<file path="config.mk">
export PLATFORM = sky130hd
export DESIGN_NAME = sdram_arbiter
export DESIGN_NICKNAME = d
export VERILOG_FILES = /design/src/rtl/sdram_arb_pkg.sv /design/src/rtl/sdram_arb_port.sv /design/src/rtl/sdram_arbiter.sv
export SDC_FILE = /design/constraint.sdc
export NUM_CORES = 1
export LEC_CHECK = 0
export BUFFER_PORTS_ARGS = -buffer_cell sky130_fd_sc_hd__buf_2
export CORE_MARGIN = 5
export CORE_UTILIZATION = 42
export DETAILED_ROUTE_END_ITERATION = 12
export GPL_ROUTABILITY_DRIVEN = 0
export HOLD_SLACK_MARGIN = 0.03
export PLACE_DENSITY_LB_ADDON = 0.2
export SETUP_SLACK_MARGIN = 0.1
export SKIP_LAST_GASP = 1
export SLEW_MARGIN = 10
export SYNTH_ARGS = -nofsm -noshare
export SYNTH_HDL_FRONTEND = slang
export SYNTH_HIERARCHICAL = 1
export SYNTH_SLANG_ARGS = --single-unit
</file>
<file path="constraint.sdc">
create_clock -name clk -period 1.65 [get_ports clk]
set_clock_uncertainty 0.05 [all_clocks]
set_input_delay 0.2475 -clock clk [delete_from_list [all_inputs] [get_ports clk]]
set_output_delay 0.2475 -clock clk [all_outputs]
set_load 0.01 [all_outputs]
</file>
<file path="src/rtl/sdram_arb_pkg.sv">
`default_nettype none
// ============================================================================
// Module   : sdram_arb_pkg
// Brief    : Shared state encodings and master IDs for the SDRAM arbiter.
// Revision : 1.0
// ============================================================================
package sdram_arb_pkg;

    localparam logic [1:0] IDLE    = 2'd0;
    localparam logic [1:0] GRANT_I = 2'd1;
    localparam logic [1:0] GRANT_D = 2'd2;
    localparam logic [1:0] RELEASE = 2'd3;

    localparam logic MASTER_I = 1'b0;
    localparam logic MASTER_D = 1'b1;

    typedef enum logic [1:0] {
        ST_IDLE    = IDLE,
        ST_GRANT_I = GRANT_I,
        ST_GRANT_D = GRANT_D,
        ST_RELEASE = RELEASE
    } arb_state_e;

endpackage
`default_nettype wire

</file>
<file path="src/rtl/sdram_arb_port.sv">
`default_nettype none
// ============================================================================
// Module   : sdram_arb_port
// Brief    : Per-master drop-flag, request eligibility and response registers.
// Revision : 1.0
// ============================================================================
module sdram_arb_port
    import sdram_arb_pkg::*;
#(
    parameter int DATA_W = 32
) (
    input  logic              clk,
    input  logic              reset,
    input  logic              start,
    input  logic              complete,
    input  logic [DATA_W-1:0] sdc_q,
    output logic              eligible,
    output logic [DATA_W-1:0] q,
    output logic              done
);

    logic              drop_q, drop_d;
    logic [DATA_W-1:0] q_q, q_d;
    logic              done_q, done_d;

    // A start still held after completion must be seen low once before it
    // can count as a fresh request.
    always_comb begin
        drop_d = drop_q;
        q_d    = q_q;
        done_d = 1'b0;
        if (complete) begin
            drop_d = 1'b1;
            q_d    = sdc_q;
            done_d = 1'b1;
        end else if (!start) begin
            drop_d = 1'b0;
        end
    end

    always_ff @(posedge clk) begin
        if (!reset) begin
            drop_q <= 1'b0;
            q_q    <= '0;
            done_q <= 1'b0;
        end else begin
            drop_q <= drop_d;
            q_q    <= q_d;
            done_q <= done_d;
        end
    end

    assign eligible = start & ~drop_q;
    assign q        = q_q;
    assign done     = done_q;

endmodule
`default_nettype wire

</file>
<file path="src/rtl/sdram_arbiter.sv">
`default_nettype none
// ============================================================================
// Module   : sdram_arbiter
// Brief    : Two-master (I-cache / D-cache) arbiter onto one SDRAM controller.
//            Define SDRAM_ARB_ROUND_ROBIN_EN for round-robin ties; otherwise
//            the data cache always wins a tie.
// Revision : 1.0
// ============================================================================
module sdram_arbiter
    import sdram_arb_pkg::*;
#(
    parameter int ADDR_W = 32,
    parameter int DATA_W = 32
) (
    input  logic              clk,
    input  logic              reset,
    input  logic [ADDR_W-1:0] i_addr,
    input  logic [DATA_W-1:0] i_data,
    input  logic              i_we,
    input  logic              i_start,
    output logic [DATA_W-1:0] i_q,
    output logic              i_done,
    input  logic [ADDR_W-1:0] d_addr,
    input  logic [DATA_W-1:0] d_data,
    input  logic              d_we,
    input  logic              d_start,
    output logic [DATA_W-1:0] d_q,
    output logic              d_done,
    output logic [ADDR_W-1:0] sdc_addr,
    output logic [DATA_W-1:0] sdc_data,
    output logic              sdc_we,
    output logic              sdc_start,
    input  logic [DATA_W-1:0] sdc_q,
    input  logic              sdc_done
);

    arb_state_e        state_q, state_d;
    logic [ADDR_W-1:0] sdc_addr_q, sdc_addr_d;
    logic [DATA_W-1:0] sdc_data_q, sdc_data_d;
    logic              sdc_we_q, sdc_we_d;
    logic              sdc_start_q, sdc_start_d;
    logic              i_elig, d_elig;
    logic              i_complete, d_complete;
    logic              d_wins_tie, pick_d;

`ifdef SDRAM_ARB_ROUND_ROBIN_EN
    logic last_q, last_d;

    assign d_wins_tie = (last_q == MASTER_I);

    always_ff @(posedge clk) begin
        if (!reset) begin
            last_q <= MASTER_I;
        end else begin
            last_q <= last_d;
        end
    end
`else
    assign d_wins_tie = 1'b1;
`endif

    assign pick_d = d_elig & (~i_elig | d_wins_tie);

    always_comb begin
        state_d     = state_q;
        sdc_addr_d  = sdc_addr_q;
        sdc_data_d  = sdc_data_q;
        sdc_we_d    = sdc_we_q;
        sdc_start_d = sdc_start_q;
        i_complete  = 1'b0;
        d_complete  = 1'b0;
`ifdef SDRAM_ARB_ROUND_ROBIN_EN
        last_d      = last_q;
`endif
        case (state_q)
            ST_IDLE: begin
                if (i_elig || d_elig) begin
                    sdc_start_d = 1'b1;
                    if (pick_d) begin
                        sdc_addr_d = d_addr;
                        sdc_data_d = d_data;
                        sdc_we_d   = d_we;
                        state_d    = ST_GRANT_D;
`ifdef SDRAM_ARB_ROUND_ROBIN_EN
                        last_d     = MASTER_D;
`endif
                    end else begin
                        sdc_addr_d = i_addr;
                        sdc_data_d = i_data;
                        sdc_we_d   = i_we;
                        state_d    = ST_GRANT_I;
`ifdef SDRAM_ARB_ROUND_ROBIN_EN
                        last_d     = MASTER_I;
`endif
                    end
                end
            end
            ST_GRANT_I, ST_GRANT_D: begin
                if (sdc_done) begin
                    i_complete  = (state_q == ST_GRANT_I);
                    d_complete  = (state_q == ST_GRANT_D);
                    sdc_addr_d  = '0;
                    sdc_data_d  = '0;
                    sdc_we_d    = 1'b0;
                    sdc_start_d = 1'b0;
                    state_d     = ST_RELEASE;
                end
            end
            ST_RELEASE: state_d = ST_IDLE;
            default:    state_d = ST_IDLE;
        endcase
    end

    always_ff @(posedge clk) begin
        if (!reset) begin
            state_q     <= ST_IDLE;
            sdc_addr_q  <= '0;
            sdc_data_q  <= '0;
            sdc_we_q    <= 1'b0;
            sdc_start_q <= 1'b0;
        end else begin
            state_q     <= state_d;
            sdc_addr_q  <= sdc_addr_d;
            sdc_data_q  <= sdc_data_d;
            sdc_we_q    <= sdc_we_d;
            sdc_start_q <= sdc_start_d;
        end
    end

    sdram_arb_port #(.DATA_W(DATA_W)) u_port_i (
        .clk      (clk),
        .reset    (reset),
        .start    (i_start),
        .complete (i_complete),
        .sdc_q    (sdc_q),
        .eligible (i_elig),
        .q        (i_q),
        .done     (i_done)
    );

    sdram_arb_port #(.DATA_W(DATA_W)) u_port_d (
        .clk      (clk),
        .reset    (reset),
        .start    (d_start),
        .complete (d_complete),
        .sdc_q    (sdc_q),
        .eligible (d_elig),
        .q        (d_q),
        .done     (d_done)
    );

    assign sdc_addr  = sdc_addr_q;
    assign sdc_data  = sdc_data_q;
    assign sdc_we    = sdc_we_q;
    assign sdc_start = sdc_start_q;

endmodule
`default_nettype wire

</file>
==> out/results.md <==
| Item | Reported | Unit |
|---|---|---|
| Number of levels in the clock H-tree | 4 | - |
| Largest net degree at the start of global routing | 81 | - |
| Maximum clock insertion buffer count | 2 | - |
| Post-DRT Antenna Nets | 0 | - |
| Class of the most critical hold timing path | in -> reg | - |
| GRT Util Overall | 18.8 | % |
| CP peak stage delay | 0.37 | ns |
| Clock slew at the register clock pins of the worst setup and hold paths | 0.05 | ns |
| Dominant cells by area after synthesis | dfxtp_1 (44%), mux2i_1 (21%), mux2_2 (12%) | - |
| Final Max Slew Viols | 0 | - |
| I/O Buffers | 298 | - |
| Count of boundary I/O pins | 299 | - |
| First-pass GRT wire length | 26900 | um |
| Critical path depth | 6 | - |
| Worst setup margin | 0.0240 | ns |
| Finished Layout Cells | 1116 | - |
| Finish-stage setup viols | 0 | - |
| Initial antenna violation count | 0 | - |
| Max capacitance violation total | 0 | - |
| Initial standard-cell utilization of the core | 42.8 | % |
| Fin crit period | 1.63 | ns |
| Number of violations reported at the end of detailed-routing iteration 0 | 181 | - |
| Worst slew margin relative to its limit | 81.3 | % |
| Post-layout nets | 1090 | - |
| Post-route DRC violation count | 0 | - |
| Synthesized instance count | 602 | - |
| Floorplan core area | 14500 | um^2 |
| Largest fanout on the critical path | 9 | - |
| Width of the die | 131 | um |
| Share of the yosys chip area belonging to registers | 43.9 | % |
| CP top delay family | simple AND/OR/NAND/NOR gates | - |
| Hold Worst Slack | 0.0633 | ns |
| Routed vias/inst | 4.73 | - |
| Number of distinct library cell variants in the gate-level netlist after synthesis | 23 | - |
| Cell area power density | 1630 | nW/um^2 |
| Arrival @ worst endpoint | 1.87 | ns |
| Run status | finished, final reports clean | - |
| Critical path data required time | 1.89 | ns |
| Ratio of cells with drive above 1 in the final layout | 49.1 | % |
| Category of the most critical setup path | reg -> reg | - |
| Sequential Area | 2730 | um^2 |
| Mapped cell area | 6200 | um^2 |
| Total power draw | 14.6 | mW |
| Overflow after GRT | 0 | - |
| Detailed Place HPWL | 12100 | um |
| Post-route clock period utilization | 98.5 | % |
| TritonCTS clock tree | built | - |
| Worst-path cell with the longest stage delay | or3b_4 | - |
| Number of cells on the worst hold path | 3 | - |
| Row cnt | 44 | - |
| Num Clock Sinks | 136 | - |
| Hold violation total from the final report | 0 | - |
| Combined area of the multi-input logic cells | 3230 | um^2 |
| Cell Chain, Critical Path | inv_2, ha_4, or3b_4, o211a_4, clkbuf_16, mux2i_1 | - |
| Via count | 5274 | - |
| Area share of the largest cell type after synthesis | 43.9 | % |
| Total of flip-flops plus latches after synthesis | 136 | - |
| Most frequent cells in the layout | buf_2 (297), dfxtp_1 (134), mux2i_1 (127), nand2_1 (125), nor2b_1 (67) | - |
| Total instance count after detailed placement | 1063 | - |
| Die height | 131 | um |
| 1st-pass router iterations | 5 | - |
| Antenna cells | 0 | - |
| Die area | 17300 | um^2 |
| Buffers plus inverters on the worst setup path | 2 | - |
| VDD IR-drop max | 0.000828 | V |
| Critical path startpoint category | flip-flop | - |
| Length in cells of the worst reg-to-reg path | 6 | - |
| Unrepaired setup endpoints after global routing | true | - |
| Slew of the pin with the lowest slew margin | 0.280 | ns |
| Leading cell type in the layout, fill and taps excluded | buf_2 | - |
| Wire length per cell after detailed routing | 16.3 | um |
| Kind of end point of the critical path | flip-flop | - |
| Library cell used as clock root buffer | clkbuf_16 | - |
| Synthesis warning total | 6 | - |
| Post-Place Worst Slack | 0.0425 | ns |
| FMAX | 0.615 | GHz |
| Synthesized netlist net count | 773 | - |
| Fill cell count | 1304 | - |
| Cell leakage power | 4.22 | nW |
| Number of global-route vias before repair | 5298 | - |
| Cell type contributing the most total cell area after synthesis | dfxtp_1 | - |
| Area overhead of the layout relative to synthesis | 44.4 | % |
| Detailed Route WL | 18200 | um |
| Synth Area per Inst | 10.3 | um^2 |
| Clock insertion delay at the later pin of the skew report | 0.40 | ns |
| Cts bufs inserted | 17 | - |
==> worst min-delay path, delay by kind of cell <==
family,cells,cell delay [ns]
multiplexers,1,0.06
AND/OR/NAND/NOR,1,0.09
buffers and inverters,1,0.09
==> area by class of cell <==
type / count / share of cell area (%)
multi-input combinational: 418 / 36.1
sequential: 136 / 30.4
timing repair buffer: 342 / 24.3
clock buffer: 25 / 5.65
tap: 184 / 2.57
clock inverter: 7 / 0.741
inverter: 4 / 0.168
==> cells by family (layout without fill, tap and decap cells) <==
| logic type | Yosys count | count (layout) | share of synthesized area (%) |
|---|---|---|---|
| AO/OA/AOI/OAI | 10 | 10 | 1.13 |
| multiplexers | 195 | 195 | 32.8 |
| adder cells (fa/ha/maj) | 4 | 4 | 0.807 |
| buffers and inverters | 48 | 378 | 5.57 |
| flip-flops | 136 | 136 | 43.9 |
| AND/OR/NAND/NOR | 209 | 209 | 15.8 |
==> stage by stage <==
step	util [%]	area, um^2	TNS (ns)
floorplan	-	6210	0
global placement	54.9	7950	0
detailed placement	54.9	7950	0
CTS	59.6	8630	0
global route	61.8	8950	-0.657
finish	61.8	8950	0
==> report_power, final <==
group | switching, mW | internal (mW)
clock network | 1.36 | 2.27
logic | 3.09 | 3.22
registers | 0.456 | 4.22
==> Yosys cell counts <==
master and number:
or3b_4 1, o211a_2 1, buf_6 8, a311oi_1 2
o21a_1 2, and2_1 3, ha_1 4, nand2_1 133
buf_1 2, dfxtp_1 136, mux2_2 65, buf_2 6
nand2b_1 1, inv_1 4, nor2b_1 69, a21oi_1 3
buf_12 6, and3_1 1, clkbuf_1 22, o21ai_0 1
mux2i_1 130, o211ai_1 1, nor2_1 1
==> path summary, 6_finish.rpt <==
check	startpoint	to	slack (ns)
worst min register to register	sdc_we	sdc_we	0.40
worst max-delay path	state_q[1]	sdc_data[19]	0.02
worst min-delay path	sdc_q[3]	u_port_d/q[3]	0.06
worst max register to register	state_q[1]	sdc_data[19]	0.02
==> timing repair <==
item | 4_1_cts | 5_1_grt
endpoints found under the setup margin | 93 | 129
cloned | 2 | 11
hold endpoints to repair | 1 | 0
hold buffers | 1 | 0
buffers inserted | 3 | 5
pin swaps | 0 | 2
resized for setup | 7 | 19
==> sequential cells by signal, summed over array words and instances, names as in the netlist <==
| name | cells |
|---|---|
| sdc_addr | 32 |
| sdc_data | 32 |
| sdc_start | 1 |
| sdc_we | 1 |
| state_q | 2 |
| u_port_d/done | 1 |
| u_port_d/drop_q | 1 |
| u_port_d/q | 32 |
| u_port_i/done | 1 |
| u_port_i/drop_q | 1 |
| u_port_i/q | 32 |
==> per-layer routing <==
metal	part of all wire, %	up-vias	track usage [%]
met4	1.7	0	6.51
met1	42	2427	21.8
met5	0	-	0
met2	49	183	32.4
met3	7.1	20	6.50
li1	-	2644	-
No activity file was read; power rests on OpenSTA's default activity.
